File: config.mk
export PLATFORM = sky130hd
export DESIGN_NAME = mult_div_unit
export DESIGN_NICKNAME = d
export VERILOG_FILES = /design/src/rtl/mdu_pkg.sv /design/src/rtl/mdu_iter_core.sv /design/src/rtl/mult_div_unit.sv
export SDC_FILE = /design/constraint.sdc
export NUM_CORES = 1
export LEC_CHECK = 0
export ABC_AREA = 0
export CORE_MARGIN = 4
export CORE_UTILIZATION = 35
export DETAILED_ROUTE_END_ITERATION = 8
export HOLD_SLACK_MARGIN = 0.12
export RECOVER_POWER = 50
export SKIP_CTS_REPAIR_TIMING = 1
export SKIP_LAST_GASP = 1
export SYNTH_ARGS = -nofsm -noshare
export SYNTH_HDL_FRONTEND = slang
export SYNTH_SLANG_ARGS = --single-unit
File: constraint.sdc
create_clock -name i_CLK -period 3.5 [get_ports i_CLK]
set_input_delay 0.875 -clock i_CLK [delete_from_list [all_inputs] [get_ports i_CLK]]
set_output_delay 0.875 -clock i_CLK [all_outputs]
set_load 0.05 [all_outputs]
File: src/rtl/mdu_pkg.sv
// Shared definitions for the multiply/divide unit: operation and FSM state encodings.
package mdu_pkg;

    // i_Op encodings; bit 1 selects divide, bit 0 selects unsigned
    typedef enum logic [1:0] {
        MDU_MULT  = 2'b00,
        MDU_MULTU = 2'b01,
        MDU_DIV   = 2'b10,
        MDU_DIVU  = 2'b11
    } mdu_op_e;

    typedef enum logic [1:0] {
        ST_IDLE = 2'b00,
        ST_RUN  = 2'b01,
        ST_SIGN = 2'b10
    } mdu_state_e;

endpackage : mdu_pkg

File: src/rtl/mdu_iter_core.sv
// Shared iterative datapath: W-step shift-add multiply or restoring divide on magnitudes.
// Optional MDU_FAST_MUL_EN: multiply result comes from a combinational W x W multiplier.
// Ports:
//   clk_i, rst_ni   clock / async active-low reset
//   load_i          load magnitudes a_i, b_i and clear accumulator/counter
//   step_i          perform one iteration step
//   is_div_i        selects divide step (1) or multiply step (0)
//   a_i, b_i        multiplicand/dividend and multiplier/divisor magnitudes
//   last_c_o        current step is the final (W-th) one
//   res_c_o         {HI,LO} raw result: product, or {remainder, quotient}
module mdu_iter_core #(
    parameter int unsigned DATA_WIDTH = 32,
    parameter int unsigned CNT_WIDTH  = 6
) (
    input  logic                    clk_i,
    input  logic                    rst_ni,
    input  logic                    load_i,
    input  logic                    step_i,
    input  logic                    is_div_i,
    input  logic [DATA_WIDTH-1:0]   a_i,
    input  logic [DATA_WIDTH-1:0]   b_i,
    output logic                    last_c_o,
    output logic [2*DATA_WIDTH-1:0] res_c_o
);

    localparam int unsigned W = DATA_WIDTH;

    logic [W-1:0]         acc_q, acc_d;
    logic [W-1:0]         quo_q, quo_d;
    logic [W-1:0]         b_q, b_d;
    logic [CNT_WIDTH-1:0] cnt_q, cnt_d;

    logic [W-1:0] addend;
    logic [W:0]   add_sum;
    logic [W:0]   shl;
    logic         sub_ok;
    logic [W-1:0] sub_diff;

    // Datapath registers
    always_ff @(posedge clk_i or negedge rst_ni) begin
        if (!rst_ni) begin
            acc_q <= '0;
            quo_q <= '0;
            b_q   <= '0;
            cnt_q <= '0;
        end else begin
            acc_q <= acc_d;
            quo_q <= quo_d;
            b_q   <= b_d;
            cnt_q <= cnt_d;
        end
    end

    // One iteration step; quo_q holds the multiplier (mult) or shifts dividend out / quotient in (div)
    always_comb begin
        acc_d = acc_q;
        quo_d = quo_q;
        b_d   = b_q;
        cnt_d = cnt_q;

        addend  = quo_q[0] ? b_q : '0;
        add_sum = {1'b0, acc_q} + {1'b0, addend};
        shl     = {acc_q, quo_q[W-1]};
        sub_ok  = (shl >= {1'b0, b_q});
        // When sub_ok the true difference is below b_q, so W bits suffice
        sub_diff = shl[W-1:0] - b_q;

        if (load_i) begin
            acc_d = '0;
            quo_d = a_i;
            b_d   = b_i;
            cnt_d = '0;
        end else if (step_i) begin
            cnt_d = cnt_q + CNT_WIDTH'(1);
            if (is_div_i) begin
                if (sub_ok) begin
                    acc_d = sub_diff;
                    quo_d = {quo_q[W-2:0], 1'b1};
                end else begin
                    acc_d = shl[W-1:0];
                    quo_d = {quo_q[W-2:0], 1'b0};
                end
            end else begin
                acc_d = add_sum[W:1];
                quo_d = {add_sum[0], quo_q[W-1:1]};
            end
        end
    end

    assign last_c_o = (cnt_q == CNT_WIDTH'(W - 1));

`ifdef MDU_FAST_MUL_EN
    // Multiplies never step in this build, so quo_q/b_q still hold the loaded magnitudes
    logic [2*W-1:0] fast_prod;
    assign fast_prod = (2*W)'(quo_q) * (2*W)'(b_q);
    assign res_c_o   = is_div_i ? {acc_q, quo_q} : fast_prod;
`else
    assign res_c_o = {acc_q, quo_q};
`endif

endmodule : mdu_iter_core

File: src/rtl/mult_div_unit.sv
// Multi-cycle multiply/divide unit with architectural HI/LO registers.
// Optional build macro MDU_FAST_MUL_EN: single-cycle MULT/MULTU; divide unchanged.
// Ports:
//   i_CLK, i_RST     clock / async active-low reset
//   i_Start, i_Op    start an operation (IDLE only); 00 MULT 01 MULTU 10 DIV 11 DIVU
//   i_SrcA, i_SrcB   multiplicand/dividend, multiplier/divisor
//   i_WrHi, i_WrLo   MTHI/MTLO strobes with data i_WrData (IDLE only)
//   i_Flush          abort any operation, no result written
//   o_Busy           operation in flight
//   o_Done           one-cycle pulse, HI/LO updated
//   o_DivByZero      pulses with o_Done for a divide by zero
//   o_Hi, o_Lo       HI/LO registers
module mult_div_unit
    import mdu_pkg::*;
#(
    parameter int unsigned DATA_WIDTH = 32,
    parameter int unsigned CNT_WIDTH  = 6
) (
    input  logic                  i_CLK,
    input  logic                  i_RST,
    input  logic                  i_Start,
    input  logic [1:0]            i_Op,
    input  logic [DATA_WIDTH-1:0] i_SrcA,
    input  logic [DATA_WIDTH-1:0] i_SrcB,
    input  logic                  i_WrHi,
    input  logic                  i_WrLo,
    input  logic [DATA_WIDTH-1:0] i_WrData,
    input  logic                  i_Flush,
    output logic                  o_Busy,
    output logic                  o_Done,
    output logic                  o_DivByZero,
    output logic [DATA_WIDTH-1:0] o_Hi,
    output logic [DATA_WIDTH-1:0] o_Lo
);

    localparam int unsigned W = DATA_WIDTH;

    mdu_state_e state_q, state_d;
    logic [W-1:0] hi_q, hi_d, lo_q, lo_d;
    logic busy_q, busy_d;
    logic done_q, done_d;
    logic dbz_out_q, dbz_out_d;
    logic div_zero_q, div_zero_d;
    logic is_div_q, is_div_d;
    logic res_neg_q, res_neg_d;
    logic rem_neg_q, rem_neg_d;

    logic           load_c, step_c, last_c;
    logic           op_signed, op_div;
    logic [W-1:0]   a_mag, b_mag;
    logic [2*W-1:0] core_res, mul_fixed;
    logic [W-1:0]   quo_fixed, rem_fixed;

    mdu_iter_core #(
        .DATA_WIDTH (DATA_WIDTH),
        .CNT_WIDTH  (CNT_WIDTH)
    ) u_core (
        .clk_i    (i_CLK),
        .rst_ni   (i_RST),
        .load_i   (load_c),
        .step_i   (step_c),
        .is_div_i (is_div_q),
        .a_i      (a_mag),
        .b_i      (b_mag),
        .last_c_o (last_c),
        .res_c_o  (core_res)
    );

    // Operand decode and magnitudes for the start edge
    always_comb begin
        op_signed = (i_Op == MDU_MULT) || (i_Op == MDU_DIV);
        op_div    = (i_Op == MDU_DIV)  || (i_Op == MDU_DIVU);
        a_mag     = (op_signed && i_SrcA[W-1]) ? (W'(0) - i_SrcA) : i_SrcA;
        b_mag     = (op_signed && i_SrcB[W-1]) ? (W'(0) - i_SrcB) : i_SrcB;
    end

    // Sign correction of the raw core result
    always_comb begin
        mul_fixed = res_neg_q ? ((2*W)'(0) - core_res) : core_res;
        quo_fixed = res_neg_q ? (W'(0) - core_res[W-1:0]) : core_res[W-1:0];
        rem_fixed = rem_neg_q ? (W'(0) - core_res[2*W-1:W]) : core_res[2*W-1:W];
    end

    // State and output registers
    always_ff @(posedge i_CLK or negedge i_RST) begin
        if (!i_RST) begin
            state_q    <= ST_IDLE;
            hi_q       <= '0;
            lo_q       <= '0;
            busy_q     <= 1'b0;
            done_q     <= 1'b0;
            dbz_out_q  <= 1'b0;
            div_zero_q <= 1'b0;
            is_div_q   <= 1'b0;
            res_neg_q  <= 1'b0;
            rem_neg_q  <= 1'b0;
        end else begin
            state_q    <= state_d;
            hi_q       <= hi_d;
            lo_q       <= lo_d;
            busy_q     <= busy_d;
            done_q     <= done_d;
            dbz_out_q  <= dbz_out_d;
            div_zero_q <= div_zero_d;
            is_div_q   <= is_div_d;
            res_neg_q  <= res_neg_d;
            rem_neg_q  <= rem_neg_d;
        end
    end

    // Next-state and output logic
    always_comb begin
        state_d    = state_q;
        hi_d       = hi_q;
        lo_d       = lo_q;
        done_d     = 1'b0;
        dbz_out_d  = 1'b0;
        div_zero_d = div_zero_q;
        is_div_d   = is_div_q;
        res_neg_d  = res_neg_q;
        rem_neg_d  = rem_neg_q;
        load_c     = 1'b0;
        step_c     = 1'b0;

        case (state_q)
            ST_IDLE: begin
                if (i_WrHi) hi_d = i_WrData;
                if (i_WrLo) lo_d = i_WrData;
                if (i_Start && !i_Flush) begin
                    load_c     = 1'b1;
                    is_div_d   = op_div;
                    res_neg_d  = op_signed && (i_SrcA[W-1] ^ i_SrcB[W-1]);
                    rem_neg_d  = op_signed && op_div && i_SrcA[W-1];
                    div_zero_d = op_div && (i_SrcB == '0);
`ifdef MDU_FAST_MUL_EN
                    state_d = (div_zero_d || !op_div) ? ST_SIGN : ST_RUN;
`else
                    state_d = div_zero_d ? ST_SIGN : ST_RUN;
`endif
                end
            end
            ST_RUN: begin
                step_c = 1'b1;
                if (last_c) state_d = ST_SIGN;
            end
            ST_SIGN: begin
                state_d   = ST_IDLE;
                done_d    = 1'b1;
                dbz_out_d = div_zero_q;
                if (!div_zero_q) begin
                    if (is_div_q) begin
                        hi_d = rem_fixed;
                        lo_d = quo_fixed;
                    end else begin
                        hi_d = mul_fixed[2*W-1:W];
                        lo_d = mul_fixed[W-1:0];
                    end
                end
            end
            default: state_d = ST_IDLE;
        endcase

        // Flush squashes whatever is in flight, including a same-edge start or final write
        if (i_Flush) begin
            state_d   = ST_IDLE;
            load_c    = 1'b0;
            step_c    = 1'b0;
            done_d    = 1'b0;
            dbz_out_d = 1'b0;
            if (state_q != ST_IDLE) begin
                hi_d = hi_q;
                lo_d = lo_q;
            end
        end

        busy_d = (state_d != ST_IDLE);
    end

    assign o_Busy      = busy_q;
    assign o_Done      = done_q;
    assign o_DivByZero = dbz_out_q;
    assign o_Hi        = hi_q;
    assign o_Lo        = lo_q;

endmodule : mult_div_unit

Word-level counts from Yosys, hierarchy flattened
Cells that the tools add are included.
{"block": "op_classes", "add_sub_neg": 8, "reduce_logical": 17, "eq_ne": 6, "magnitude_cmp": 1, "multipliers": 0, "shift": 0, "muxes": 42, "div": 0, "bitwise": 1}
{"cell": "32-bit 2-to-1 mux", "count": 22}
{"cell": "32-bit one-hot mux with 2 select lines", "count": 2}
{"cell": "1-bit by 32-bit subtractor with 32-bit output, first input constant", "count": 4}
{"cell": "64-bit 2-to-1 mux", "count": 1}
{"cell": "1-bit by 64-bit subtractor with 64-bit output, first input constant", "count": 1}
{"cell": "32-bit by 32-bit adder with 33-bit output", "count": 1}
{"cell": "33-bit by 32-bit greater-or-equal comparator with 1-bit output", "count": 1}
{"cell": "32-bit logical NOT", "count": 1}
{"cell": "32-bit subtractor", "count": 1}
{"cell": "6-bit 2-to-1 mux", "count": 2}
{"cell": "1-bit 2-to-1 mux", "count": 10}
{"cell": "2-bit 2-to-1 mux", "count": 4}
{"cell": "1-bit logical AND", "count": 7}
{"cell": "6-bit by 1-bit adder with 6-bit output, second input constant", "count": 1}
{"cell": "2-bit == test, second input constant", "count": 3}
{"cell": "6-bit by 5-bit == test with 1-bit output, second input constant", "count": 1}
{"cell": "2-bit nonzero test", "count": 3}
{"cell": "2-bit logical NOT", "count": 2}
{"cell": "2-bit one-hot mux with 2 select lines", "count": 1}
{"cell": "2-bit by 1-bit == test with 1-bit output, second input constant", "count": 1}
{"cell": "1-bit logical OR", "count": 2}
{"cell": "2-bit inequality test, second input constant", "count": 1}
{"cell": "2-bit AND reduction", "count": 1}
{"cell": "1-bit logical NOT", "count": 1}
{"cell": "1-bit XOR", "count": 1}
{"block": "totals", "romBits": 0, "output_inout_bits": 67, "ff_bits": 175, "n_memories": 0, "latchBits": 0, "in_bits": 104, "ram_bits": 0}

Depth between registers and ports, before layout
{"block": "depth", "depth_word": 8, "depth_mapped": 15, "depth_no_buf": 13}

By module
From an unflattened synthesis, not the netlist that was laid out.
{"block": "hier_totals", "hier_cells": 1937, "area_unflattened_um2": 15202.1}
{"mod": "mdu_iter_core", "cells_per_inst": 1092, "area_each_um2": 8697.1, "instances": 1}
{"mod": "mult_div_unit", "cells_per_inst": 845, "area_each_um2": 6505.0, "instances": 1}

Worst setup path after synthesis
No wires, ideal clock.
{"block": "synth_path", "kind": "input to register", "from": "input port i_SrcA[4]", "to": "register u_core.quo_q[24]", "path_buffers": 0, "setup_ps": 133, "path_stages": 9, "slack_ps": 421, "arrival_ps": 2946, "path_cell_list": "or4_1 nor4_1 nor2b_1 nor2b_1 nand4_1 o31ai_1 o21ai_0 xnor2_1 o21ai_0"}
{"block": "synth_between", "elab_chain_cells": 3}
{"item": "start: declaration", "line_no": "mult_div_unit.sv:23", "text": "input logic [DATA_WIDTH-1:0] i_SrcA,"}
{"item": "1-bit by 32-bit subtractor with 32-bit output", "line_no": "mult_div_unit.sv:73", "text": "a_mag = (op_signed && i_SrcA[W-1]) ? (W'(0) - i_SrcA) : i_SrcA;"}
{"item": "32-bit 2-to-1 mux", "line_no": "mult_div_unit.sv:73"}
{"item": "32-bit 2-to-1 mux", "line_no": "mdu_iter_core.sv:68", "text": "if (load_i) begin"}
{"item": "end signal: assignment", "line_no": "mdu_iter_core.sv:48", "text": "quo_q <= quo_d;"}
{"item": "end: declaration", "line_no": "mdu_iter_core.sv:29", "text": "logic [W-1:0] quo_q, quo_d;"}
No other way between the ends.
A chain may end at the register's enable or synchronous reset.

Final worst setup path
{"block": "layout_path", "from": "register u_core.acc_q[7]", "to": "register hi_q[31], in the netlist o_Hi[31]"}
{"block": "layout_between", "elab_chain_cells": 7, "word_cells_on_any_way": 9, "classes_between": "add/sub: 2; mux: 7"}
{"item": "start: declaration", "line_no": "mdu_iter_core.sv:28", "text": "logic [W-1:0] acc_q, acc_d;"}
{"item": "start signal: assignment", "line_no": "mdu_iter_core.sv:42", "text": "acc_q <= '0;"}
{"item": "start signal: assignment", "line_no": "mdu_iter_core.sv:47", "text": "acc_q <= acc_d;"}
{"item": "1-bit by 64-bit subtractor with 64-bit output / 1-bit by 32-bit subtractor with 32-bit output (equally long branches)", "line_no": "mult_div_unit.sv:79, mult_div_unit.sv:81"}
{"item": "64-bit 2-to-1 mux / 32-bit 2-to-1 mux (equally long branches)", "line_no": "mult_div_unit.sv:79, mult_div_unit.sv:81"}
{"item": "32-bit 2-to-1 mux (*)", "line_no": "mult_div_unit.sv:151", "text": "if (is_div_q) begin"}
{"item": "32-bit 2-to-1 mux (*)", "line_no": "mult_div_unit.sv:150", "text": "if (!div_zero_q) begin"}
{"item": "32-bit one-hot mux with 2 select lines (*)", "line_no": "mult_div_unit.sv:125", "text": "case (state_q)"}
{"item": "32-bit 2-to-1 mux", "line_no": "mult_div_unit.sv:170", "text": "if (state_q != ST_IDLE) begin"}
{"item": "32-bit 2-to-1 mux (*)", "line_no": "mult_div_unit.sv:164", "text": "if (i_Flush) begin"}
{"item": "end signal: assignment", "line_no": "mult_div_unit.sv:99", "text": "hi_q <= hi_d;"}
{"item": "end: declaration", "line_no": "mult_div_unit.sv:39", "text": "logic [W-1:0] hi_q, hi_d, lo_q, lo_d;"}
Mark *: on every way between the ends. The rest lies on a longest branch, timed or not. The select of a mux whose other input is x is not followed.

==> metrics.md <==
| Metric | Value |
|---|---|
| IO Pins | 171 |
| Initial antenna violation count | 0 |
| Critical path class | register to register |
| Max-slew headroom at the worst pin | -24.12% |
| Final period utilization | 97.06% |
| Maximum number of pins on one net before global-route repair | 82 |
| Net count reported at finish | 2266 |
| Number of flip-flops and latches in the synthesized netlist | 175 |
| Cells after synthesis | 1841 |
| Global-route congestion overflow total | 0 |
| Syn Nets | 2016 |
| Routed via count divided by cell count | 5.644 |
| Leakage power summed over all cells | 7.856 nW |
| Hold_ws | 0.4817 ns |
| Mean area per synthesized cell | 7.844 um2 |
| Critical path required time | 3.86 ns |
| Leading post-synthesis cells by instance count | sky130_fd_sc_hd__nand2_1 (238), sky130_fd_sc_hd__nor2_1 (190), sky130_fd_sc_hd__dfrtp_1 (175), sky130_fd_sc_hd__o21ai_0 (170), sky130_fd_sc_hd__a21oi_1 (127) |
| Number of buffers on the longest clock path | 2 |
| Worst voltage drop across the vdd grid | 0.0003287 V |
| Number of failing setup endpoints in the final timing report | 0 |
| First-pass detailed-route iteration total | 6 |
| Yosys Warn Count | 0 |
| Count of standard-cell rows | 74 |
| Initial standard-cell utilization of the core | 35.36% |
| Cell area after placement | 17780 um2 |
| Largest fanout on the critical path | 7 |
| Root buffer cell | sky130_fd_sc_hd__clkbuf_16 |
| Post-synthesis cell area | 14440 um2 |
| Final critical path time including I/O delays and setup | 3.397 ns |
| Total Routed Length | 54160 um |
| Iter 0 DRT Violations | 1320 |
| DPL Wire Length | 43280 um |
| Max-cap violations | 2 |
| Async SR Flop Fraction | 100.0% |
| Dpl ws | -0.1782 ns |
| CTS sink count | 175 |
| Vias in the first global route | 14250 |
| Most instantiated library cell after synthesis | sky130_fd_sc_hd__nand2_1 |
| Number of hold violations in the final report | 0 |
| Number of H-tree branching levels | 4 |
| Primary flip-flop cell chosen by synthesis mapping | sky130_fd_sc_hd__dfrtp_1 |
| Unrepaired setup endpoints after global routing | false |
| Core footprint | 40830 um2 |
| Placed cells | 2604 |
| Main area contributors after synthesis | sky130_fd_sc_hd__dfrtp_1 (30%), sky130_fd_sc_hd__xnor2_1 (6.7%), sky130_fd_sc_hd__nand2_1 (6.2%), sky130_fd_sc_hd__ha_1 (6.0%), sky130_fd_sc_hd__o21ai_0 (5.9%) |
| Area delta synth->final | 26.66% |
| Height of the die | 211.1 um |
| Share of layout cells above drive strength 1 | 10.50% |
| PwrDens | 707.5 nW/um2 |
| Clock transition time at the flip-flop clock pins of the worst setup and hold paths | 0.08 ns |
| Number of cells in the finished layout apart from fillers | 2636 |
| Post-synth cell types | 68 |
| Register area share after synthesis | 30.33% |
| Routed vias | 14880 |
| Least-Margin Pin Slew | 1.862 ns |
| Worst hold path class | register to register |
| Number of synthesized flops with an enable pin | 0 |
| Final-report max-slew violation count | 86 |
| Post-route design area | 18290 um2 |
| Startpoint types | register |
| Antenna Nets Post-Route | 0 |
| Overall Global Routing Usage | 23.81% |
| Clock network latency to the later pin of the worst-skew pair | 0.47 ns |
| Area share of the leading cell type in the synthesized netlist | 30.33% |
| Die Outline Area | 44570 um2 |
| TritonCTS buffer count | 17 |
| DRC viols | 0 |
| Worst clock skew on the final layout | 0.01724 ns |
| Upper clock frequency limit | 294.4 MHz |
| Violated checks | max-capacitance violations, max-slew violations |
| Ant. Diodes | 0 |
| Wire per inst | 20.55 um |
| Clock tree from TritonCTS | built |
| Yosys top cell by area | sky130_fd_sc_hd__dfrtp_1 |
| Data arrival time at the worst-slack endpoint | 3.76 ns |
| Final weighted congestion in routability-driven placement | 0.9380 |
| Run status | finished with violations |
| Wire length of the first global-routing pass | 83460 um |
| Critical Path Sink Type | register |
| Setup total negative slack | 0 ns |
| Final worst slack | 0.1028 ns |
| Horizontal die dimension | 211.1 um |
| Port Buffer Count | 170 |
per-stage QoR:
stage,utilization (%),total power [mW]
3_5_place_dp,43.53,10.85
4_1_cts,44.97,12.84
6_report,44.79,12.94
5_1_grt,44.79,13.77
3_3_place_gp,43.53,10.78
2_1_floorplan,-,7.829
area by class of cell:
| type | count | area [um2] |
|---|---|---|
| flip-flops and latches | 175 | 4380 |
| clock inverters | 14 | 155.1 |
| multi-input cells | 1501 | 9482 |
| clock buffers | 18 | 429.2 |
| inverters | 63 | 236.5 |
| repair buffers | 333 | 2942 |
| well taps | 532 | 665.6 |
| fillers | 4136 | 22540 |
power by group:
part / leakage, nW / internal, mW / switching, mW
Combinational: 5.38 / 3.27 / 4.77
Sequential: 2.19 / 2.45 / 0.486
Clock: 0.279 / 1.01 / 0.952
cells by family (layout without fill, tap and decap cells):
group	count (synthesis)	count (layout)	share of synthesized area [%]
xor gates and xnor gates	169	169	10.25
adders and majority gates	71	71	6.256
and+or+nand+nor	643	643	20.57
DFF	175	175	30.33
buffers and inverters	165	428	4.315
muxes	55	55	3.856
AOI/OAI and AO/OA	563	563	24.43
cell usage in the layout, fill, tap and decap left out, types with 6 or more instances in the layout:
master,n
sky130_fd_sc_hd__o21ai_1,7
sky130_fd_sc_hd__nand2_1,237
sky130_fd_sc_hd__or2_2,7
sky130_fd_sc_hd__xnor2_1,110
sky130_fd_sc_hd__clkbuf_16,17
sky130_fd_sc_hd__nor2b_1,16
sky130_fd_sc_hd__xor2_1,59
sky130_fd_sc_hd__or3_1,26
sky130_fd_sc_hd__a211oi_1,16
sky130_fd_sc_hd__o41ai_1,9
sky130_fd_sc_hd__nor4_1,18
sky130_fd_sc_hd__o21bai_1,9
sky130_fd_sc_hd__dfrtp_1,174
sky130_fd_sc_hd__mux2i_1,50
sky130_fd_sc_hd__and3_1,11
sky130_fd_sc_hd__nand3_1,24
sky130_fd_sc_hd__o21ai_0,170
sky130_fd_sc_hd__inv_1,63
sky130_fd_sc_hd__o211ai_1,14
sky130_fd_sc_hd__nor2_1,189
sky130_fd_sc_hd__o31ai_1,47
sky130_fd_sc_hd__or4_1,13
sky130_fd_sc_hd__and2_1,13
sky130_fd_sc_hd__a221oi_1,10
sky130_fd_sc_hd__nor3_1,30
sky130_fd_sc_hd__a21oi_1,127
sky130_fd_sc_hd__buf_4,151
sky130_fd_sc_hd__ha_1,69
sky130_fd_sc_hd__o21a_1,17
sky130_fd_sc_hd__nand4_1,18
sky130_fd_sc_hd__a22oi_1,19
sky130_fd_sc_hd__o221ai_1,21
sky130_fd_sc_hd__o31a_1,6
sky130_fd_sc_hd__nand2b_1,18
sky130_fd_sc_hd__o22ai_1,9
sky130_fd_sc_hd__clkdlybuf4s50_1,164
sky130_fd_sc_hd__a21o_1,19
sky130_fd_sc_hd__a31oi_1,26
path summary, 6_finish.rpt:
check | start | endpoint | slack [ns] | cells after the start
max | u_core.acc_q[7]$_DFFE_PN0P_ | o_Hi[31]$_DFFE_PN0P_ | 0.10 | 11
min | o_Lo[8]$_DFFE_PN0P_ | o_Lo[8]$_DFFE_PN0P_ | 0.48 | 2
max reg2reg | u_core.acc_q[7]$_DFFE_PN0P_ | o_Hi[31]$_DFFE_PN0P_ | 0.10 | 11
min reg2reg | o_Lo[8]$_DFFE_PN0P_ | o_Lo[8]$_DFFE_PN0P_ | 0.48 | 2
max in group asynchronous | i_RST | u_core.b_q[19]$_DFFE_PN0P_ | 0.56 | 2
min in group asynchronous | i_RST | u_core.quo_q[24]$_DFFE_PN0P_ | 0.91 | 1
layer usage:
metal	part of all wire, %	global-route usage, %	up-vias
met3	7.4	3.906	72
met1	47	35.24	7140
met4	1.9	5.679	0
met2	44	36.49	537
met5	0	0	-
li1	-	-	7128
sequential cells by signal, summed over array words and instances (netlist names):
register / count
u_core.cnt_q: 6
u_core.b_q: 32
o_Hi: 32
res_neg_q: 1
state_q: 2
is_div_q: 1
div_zero_q: 1
u_core.acc_q: 32
o_Done: 1
o_DivByZero: 1
o_Busy: 1
o_Lo: 32
u_core.quo_q: 32
rem_neg_q: 1
critical path: stages, from the launching register on:
cell                      delay (ns)
sky130_fd_sc_hd__dfrtp_1        0.43
sky130_fd_sc_hd__buf_4          0.19
sky130_fd_sc_hd__nor4_1         0.26
sky130_fd_sc_hd__buf_4          0.18
sky130_fd_sc_hd__or4b_2         0.64
sky130_fd_sc_hd__nor3_1         0.56
sky130_fd_sc_hd__nand3_1        0.21
sky130_fd_sc_hd__o21ai_0        0.21
sky130_fd_sc_hd__a21oi_1        0.10
sky130_fd_sc_hd__xnor2_1        0.23
sky130_fd_sc_hd__nor2_1         0.08
sky130_fd_sc_hd__o31ai_1        0.19
Note: power is estimated with default switching activity, not from simulation.
